--- src/rtl/proc_control.sv ---
// Multi-cycle control FSM for the 16-bit datapath: latches one instruction per run
// request and sequences bus-mux selects, register write enables and the A/G adder.
module proc_control #(
  parameter int unsigned DATA_W = 16
) (
  input  logic              clock,
  input  logic              reset,
  input  logic              run,
  input  logic [15:0]       instr,
  output logic              busy,
  output logic              done,
  output logic              illegal,
  output logic [DATA_W-1:0] imediat,
  output logic              imediat_select,
  output logic              r0_select,
  output logic              r1_select,
  output logic              r2_select,
  output logic              r3_select,
  output logic              r4_select,
  output logic              r5_select,
  output logic              r6_select,
  output logic              r7_select,
  output logic              r_select,
  output logic [7:0]        r_in,
  output logic              a_in,
  output logic              g_in,
  output logic              addsub
);

  localparam logic [1:0] StIdle = 2'd0;
  localparam logic [1:0] StT1   = 2'd1;
  localparam logic [1:0] StT2   = 2'd2;
  localparam logic [1:0] StT3   = 2'd3;

  localparam logic [1:0] OpMv  = 2'b00;
  localparam logic [1:0] OpMvi = 2'b01;

  logic [1:0]  state_q, state_d;
  logic [15:0] ir_q, ir_d;

  logic [2:0] op;
  logic [2:0] rx;
  logic [2:0] ry;
  logic [8:0] imm9;
  logic       op_arith;
  logic [7:0] rx_onehot;
  logic [7:0] ry_onehot;
  logic [7:0] reg_sel;

  assign op        = ir_q[15:13];
  assign rx        = ir_q[12:10];
  assign ry        = ir_q[9:7];
  assign imm9      = ir_q[8:0];
  assign op_arith  = (op[2:1] == 2'b01);
  assign rx_onehot = 8'd1 << rx;
  assign ry_onehot = 8'd1 << ry;

  // Next-state and IR capture; run is only looked at in idle, so it is never queued.
  always_comb begin
    state_d = state_q;
    ir_d    = ir_q;
    case (state_q)
      StIdle: begin
        if (run) begin
          state_d = StT1;
          ir_d    = instr;
        end
      end
      StT1:    state_d = op_arith ? StT2 : StIdle;
      StT2:    state_d = StT3;
      StT3:    state_d = StIdle;
      default: state_d = StIdle;
    endcase
  end

  always_ff @(posedge clock) begin
    if (reset) begin
      state_q <= StIdle;
      ir_q    <= '0;
    end else begin
      state_q <= state_d;
      ir_q    <= ir_d;
    end
  end

  // Moore decode from state and IR only; every bus source stays low in idle.
  always_comb begin
    done           = 1'b0;
    illegal        = 1'b0;
    imediat_select = 1'b0;
    r_select       = 1'b0;
    reg_sel        = '0;
    r_in           = '0;
    a_in           = 1'b0;
    g_in           = 1'b0;
    addsub         = 1'b0;
    case (state_q)
      StT1: begin
        if (op[2]) begin
          done    = 1'b1;
          illegal = 1'b1;
        end else begin
          unique case (op[1:0])
            OpMv: begin
              reg_sel = ry_onehot;
              r_in    = rx_onehot;
              done    = 1'b1;
            end
            OpMvi: begin
              imediat_select = 1'b1;
              r_in           = rx_onehot;
              done           = 1'b1;
            end
            default: begin
              reg_sel = rx_onehot;
              a_in    = 1'b1;
            end
          endcase
        end
      end
      StT2: begin
        reg_sel = ry_onehot;
        g_in    = 1'b1;
        addsub  = op[0];
      end
      StT3: begin
        r_select = 1'b1;
        r_in     = rx_onehot;
        done     = 1'b1;
      end
      default: ;
    endcase
  end

  assign busy      = (state_q != StIdle);
  assign imediat   = {{(DATA_W-9){imm9[8]}}, imm9};
  assign r0_select = reg_sel[0];
  assign r1_select = reg_sel[1];
  assign r2_select = reg_sel[2];
  assign r3_select = reg_sel[3];
  assign r4_select = reg_sel[4];
  assign r5_select = reg_sel[5];
  assign r6_select = reg_sel[6];
  assign r7_select = reg_sel[7];

endmodule

--- config.mk ---
export PLATFORM = sky130hd
export DESIGN_NAME = proc_control
export DESIGN_NICKNAME = d
export VERILOG_FILES = /design/src/rtl/proc_control.sv
export SDC_FILE = /design/constraint.sdc
export NUM_CORES = 1
export LEC_CHECK = 0
export BUFFER_PORTS_ARGS = -buffer_cell sky130_fd_sc_hd__buf_2
export CORE_ASPECT_RATIO = 0.5
export CORE_MARGIN = 1
export CORE_UTILIZATION = 40
export CTS_BUF_LIST = sky130_fd_sc_hd__clkbuf_16
export DETAILED_ROUTE_END_ITERATION = 6
export GPL_TIMING_DRIVEN = 0
export PLACE_DENSITY = 0.84
export SYNTH_ARGS = -nofsm -noshare
export SYNTH_HDL_FRONTEND = slang
export SYNTH_SLANG_ARGS = --single-unit
--- constraint.sdc ---
create_clock -name clock -period 1.4 [get_ports clock]
set_input_delay 0.07 -clock clock [delete_from_list [all_inputs] [get_ports clock]]
set_output_delay 0.07 -clock clock [all_outputs]
set_load 0.01 [all_outputs]
==> summary.md <==
| Metric | Value |
|---|---|
| Status | `complete, but fails checks` |
| Failing checks | `setup timing` |
| DP Area | `1556 µm²` |
| CTS clk-pin slew, worst paths | `0.05 ns` |
| Placer Congestion | `0.8268` |
| Vias in the first global route | `975` |
| Worst-Margin Slew | `0.4529 ns` |
| Layout cells sized above 1 | `54.81%` |
| Mapped Cells | `144` |
| Global-route wire length before repair | `4650 µm` |
| Pre-antenna DRT Iters | `4` |
| Port Buf Inserts | `57` |
| Most common cell after layout, fill and taps aside | `buf_2` |
| Warnings from Yosys | `0` |
| Synth Net Count | `168` |
| Final setup vio count | `18` |
| Max VDD drop | `0.0008068 V` |
| Initial antenna violation count | `0` |
| Layout Cell Area excl Fill | `1769 µm²` |
| Clock Latency Late Sink | `0.25 ns` |
| Most frequent cells in the layout | `buf_2 (53), nand2_1 (33), buf_4 (20)` |
| Core ar. | `2387 µm²` |
| Routed WL per cell | `12.17 µm` |
| I/O pin count | `59` |
| Worst Path Required | `1.33 ns` |
| Slew HR | `69.76%` |
| Cell total after placement | `236` |
| Vias per inst | `4.708` |
| GRT Total Usage | `22.32%` |
| LEAKAGE | `0.8135 nW` |
| Async S/R FF share, synth | `0%` |
| GR Overflow Total | `0` |
| CTS max path bufs | `2` |
| Total wire length | `2958 µm` |
| Crit path kind | `reg2out` |
| Final ANT Viol Nets | `0` |
| Final Cycle Share | `131.1%` |
| RSZ-0062 raised after global routing | `true` |
| Nets | `233` |
| Final Hold Fails | `0` |
| Setup ws final | `-0.4350 ns` |
| Initial DRC count | `58` |
| DIE HEIGHT | `38.85 µm` |
| Final worst path period need | `1.835 ns` |
| Area delta synth->final | `62.90%` |
| CTS sink cnt | `18` |
| Min-delay worst type | `in2reg` |
| Pin count of the biggest net entering global routing | `17` |
| Root buf cell | `clkbuf_16` |
| Vias | `1144` |
| Syn_area_per_cell | `7.542 µm²` |
| Hold_buf cts | `0` |
| Smallest hold slack | `0.05655 ns` |
| Critical Path Fanout Max | `5` |
| Antenna diodes | `0` |
| Finished Layout Cells | `243` |
| CP arrival | `1.77 ns` |
| Starting Density | `45.49%` |
| Most used flip-flop cell after synthesis | `dfxtp_1` |
| TritonCTS Buffers | `3` |
| Startpoint Class | `flop` |
| Dpl hpwl | `2110 µm` |
| Site Rows | `12` |
| # DRC | `0` |
| PwrDens | `895.8 nW/µm²` |
| Synthesized area | `1086 µm²` |
| CP Capture Type | `output port` |
| Die area | `2940 µm²` |
| FF+latch count, synth | `18` |
| Seq/Total Area, Yosys | `33.18%` |
| Final Slew Violations | `0` |
| Chip width | `75.69 µm` |
| Number of distinct library cells after synthesis | `32` |
| Max Clk Rate | `545.0 MHz` |
| CTS tree | `done` |
| Layout Skew | `0.001132 ns` |
| CTS H-tree depth | `1` |
| EDFF count, synth | `0` |
| Max Cap Viol | `0` |
-- power breakdown --
| part | leakage (nW) | internal (mW) | total [mW] | switching, mW |
|---|---|---|---|---|
| Clock | 0.0385 | 0.380 | 0.567 | 0.188 |
| Sequential | 0.150 | 0.550 | 0.600 | 0.0498 |
| Combinational | 0.625 | 0.208 | 0.417 | 0.210 |
-- Yosys cell counts (2+ instances only) --
| library cell | number | area, µm² |
|---|---|---|
| nand2_1 | 34 | 127.6 |
| buf_4 | 16 | 120.1 |
| clkbuf_1 | 2 | 7.510 |
| dfxtp_1 | 18 | 360.4 |
| inv_1 | 3 | 11.26 |
| nand3b_1 | 2 | 15.01 |
| o32ai_1 | 4 | 35.03 |
| o21ai_0 | 2 | 10.01 |
| nand2b_1 | 3 | 18.77 |
| a21oi_1 | 17 | 85.08 |
| ha_1 | 5 | 62.56 |
| o22ai_1 | 4 | 25.02 |
| a21o_1 | 2 | 15.01 |
| and2_1 | 4 | 25.02 |
| nor2_1 | 11 | 41.29 |
-- state kept, by name, indices dropped and copies added (netlist names), named ones only --
signal   flops
ir_q        16
state_q      1
-- stage by stage --
step	power, mW	TNS [ns]	setup WS, ns	utilization [%]
3_5_place_dp	0.9712	-3.514	-0.2459	65.20
3_3_place_gp	0.9595	-2.788	-0.2336	65.20
2_1_floorplan	0.8543	-0.2170	-0.06044	-
5_1_grt	1.668	-5.820	-0.4942	74.11
6_report	1.585	-4.500	-0.4350	74.11
4_1_cts	1.566	-5.839	-0.4728	71.49
-- final timing paths --
kind	endpoint	startpoint	depth (start not counted)	slack (ns)
setup / recovery	r6_select	flop	6	-0.44
hold / removal	ir_q[7]	instr[7]	3	0.06
setup reg to reg	ir_q[9]	flop	6	0.17
hold reg to reg	ir_q[6]	ir_q[6]	2	0.45
-- worst max-delay path, stage by stage (launching register included) --
cell	delay, ns
dfxtp_2	0.35
inv_4	0.05
ha_4	0.28
nand3_2	0.08
or3b_4	0.45
o22ai_4	0.17
buf_6	0.12
-- kinds of logic after synthesis --
group | after synthesis | share of synthesized area, %
compound gates | 31 | 17.05
fa+ha+maj | 5 | 5.760
buf+inv | 24 | 14.05
flops | 18 | 33.18
simple gates | 66 | 29.95
-- timing repair --
item                                    in CTS  in global routing
cloned                                       0                  0
buffers inserted                             5                  0
endpoints found under the setup margin      28                 32
pin swaps                                    2                  2
gates resized for setup                     11                 17
-- layout make-up --
type / count / area, µm²
multi-input combinational: 102 / 778.2
fill: 170 / 618.1
sequential: 18 / 367.9
timing repair buffer: 62 / 351.6
buffer: 19 / 135.1
clock buffer: 3 / 75.07
tap: 35 / 43.79
inverter: 3 / 13.76
clock inverter: 1 / 3.754
-- routing by layer --
layer  up-vias  GRT usage [%]  part of all wire (%)
li1        595              -                     -
met1       513          30.42                    49
met2        32          35.27                    47
met3         4          4.688                   3.7
met4         0          7.407                  0.78
met5         -              0                     0
Note: power is estimated with default switching activity, not from simulation.
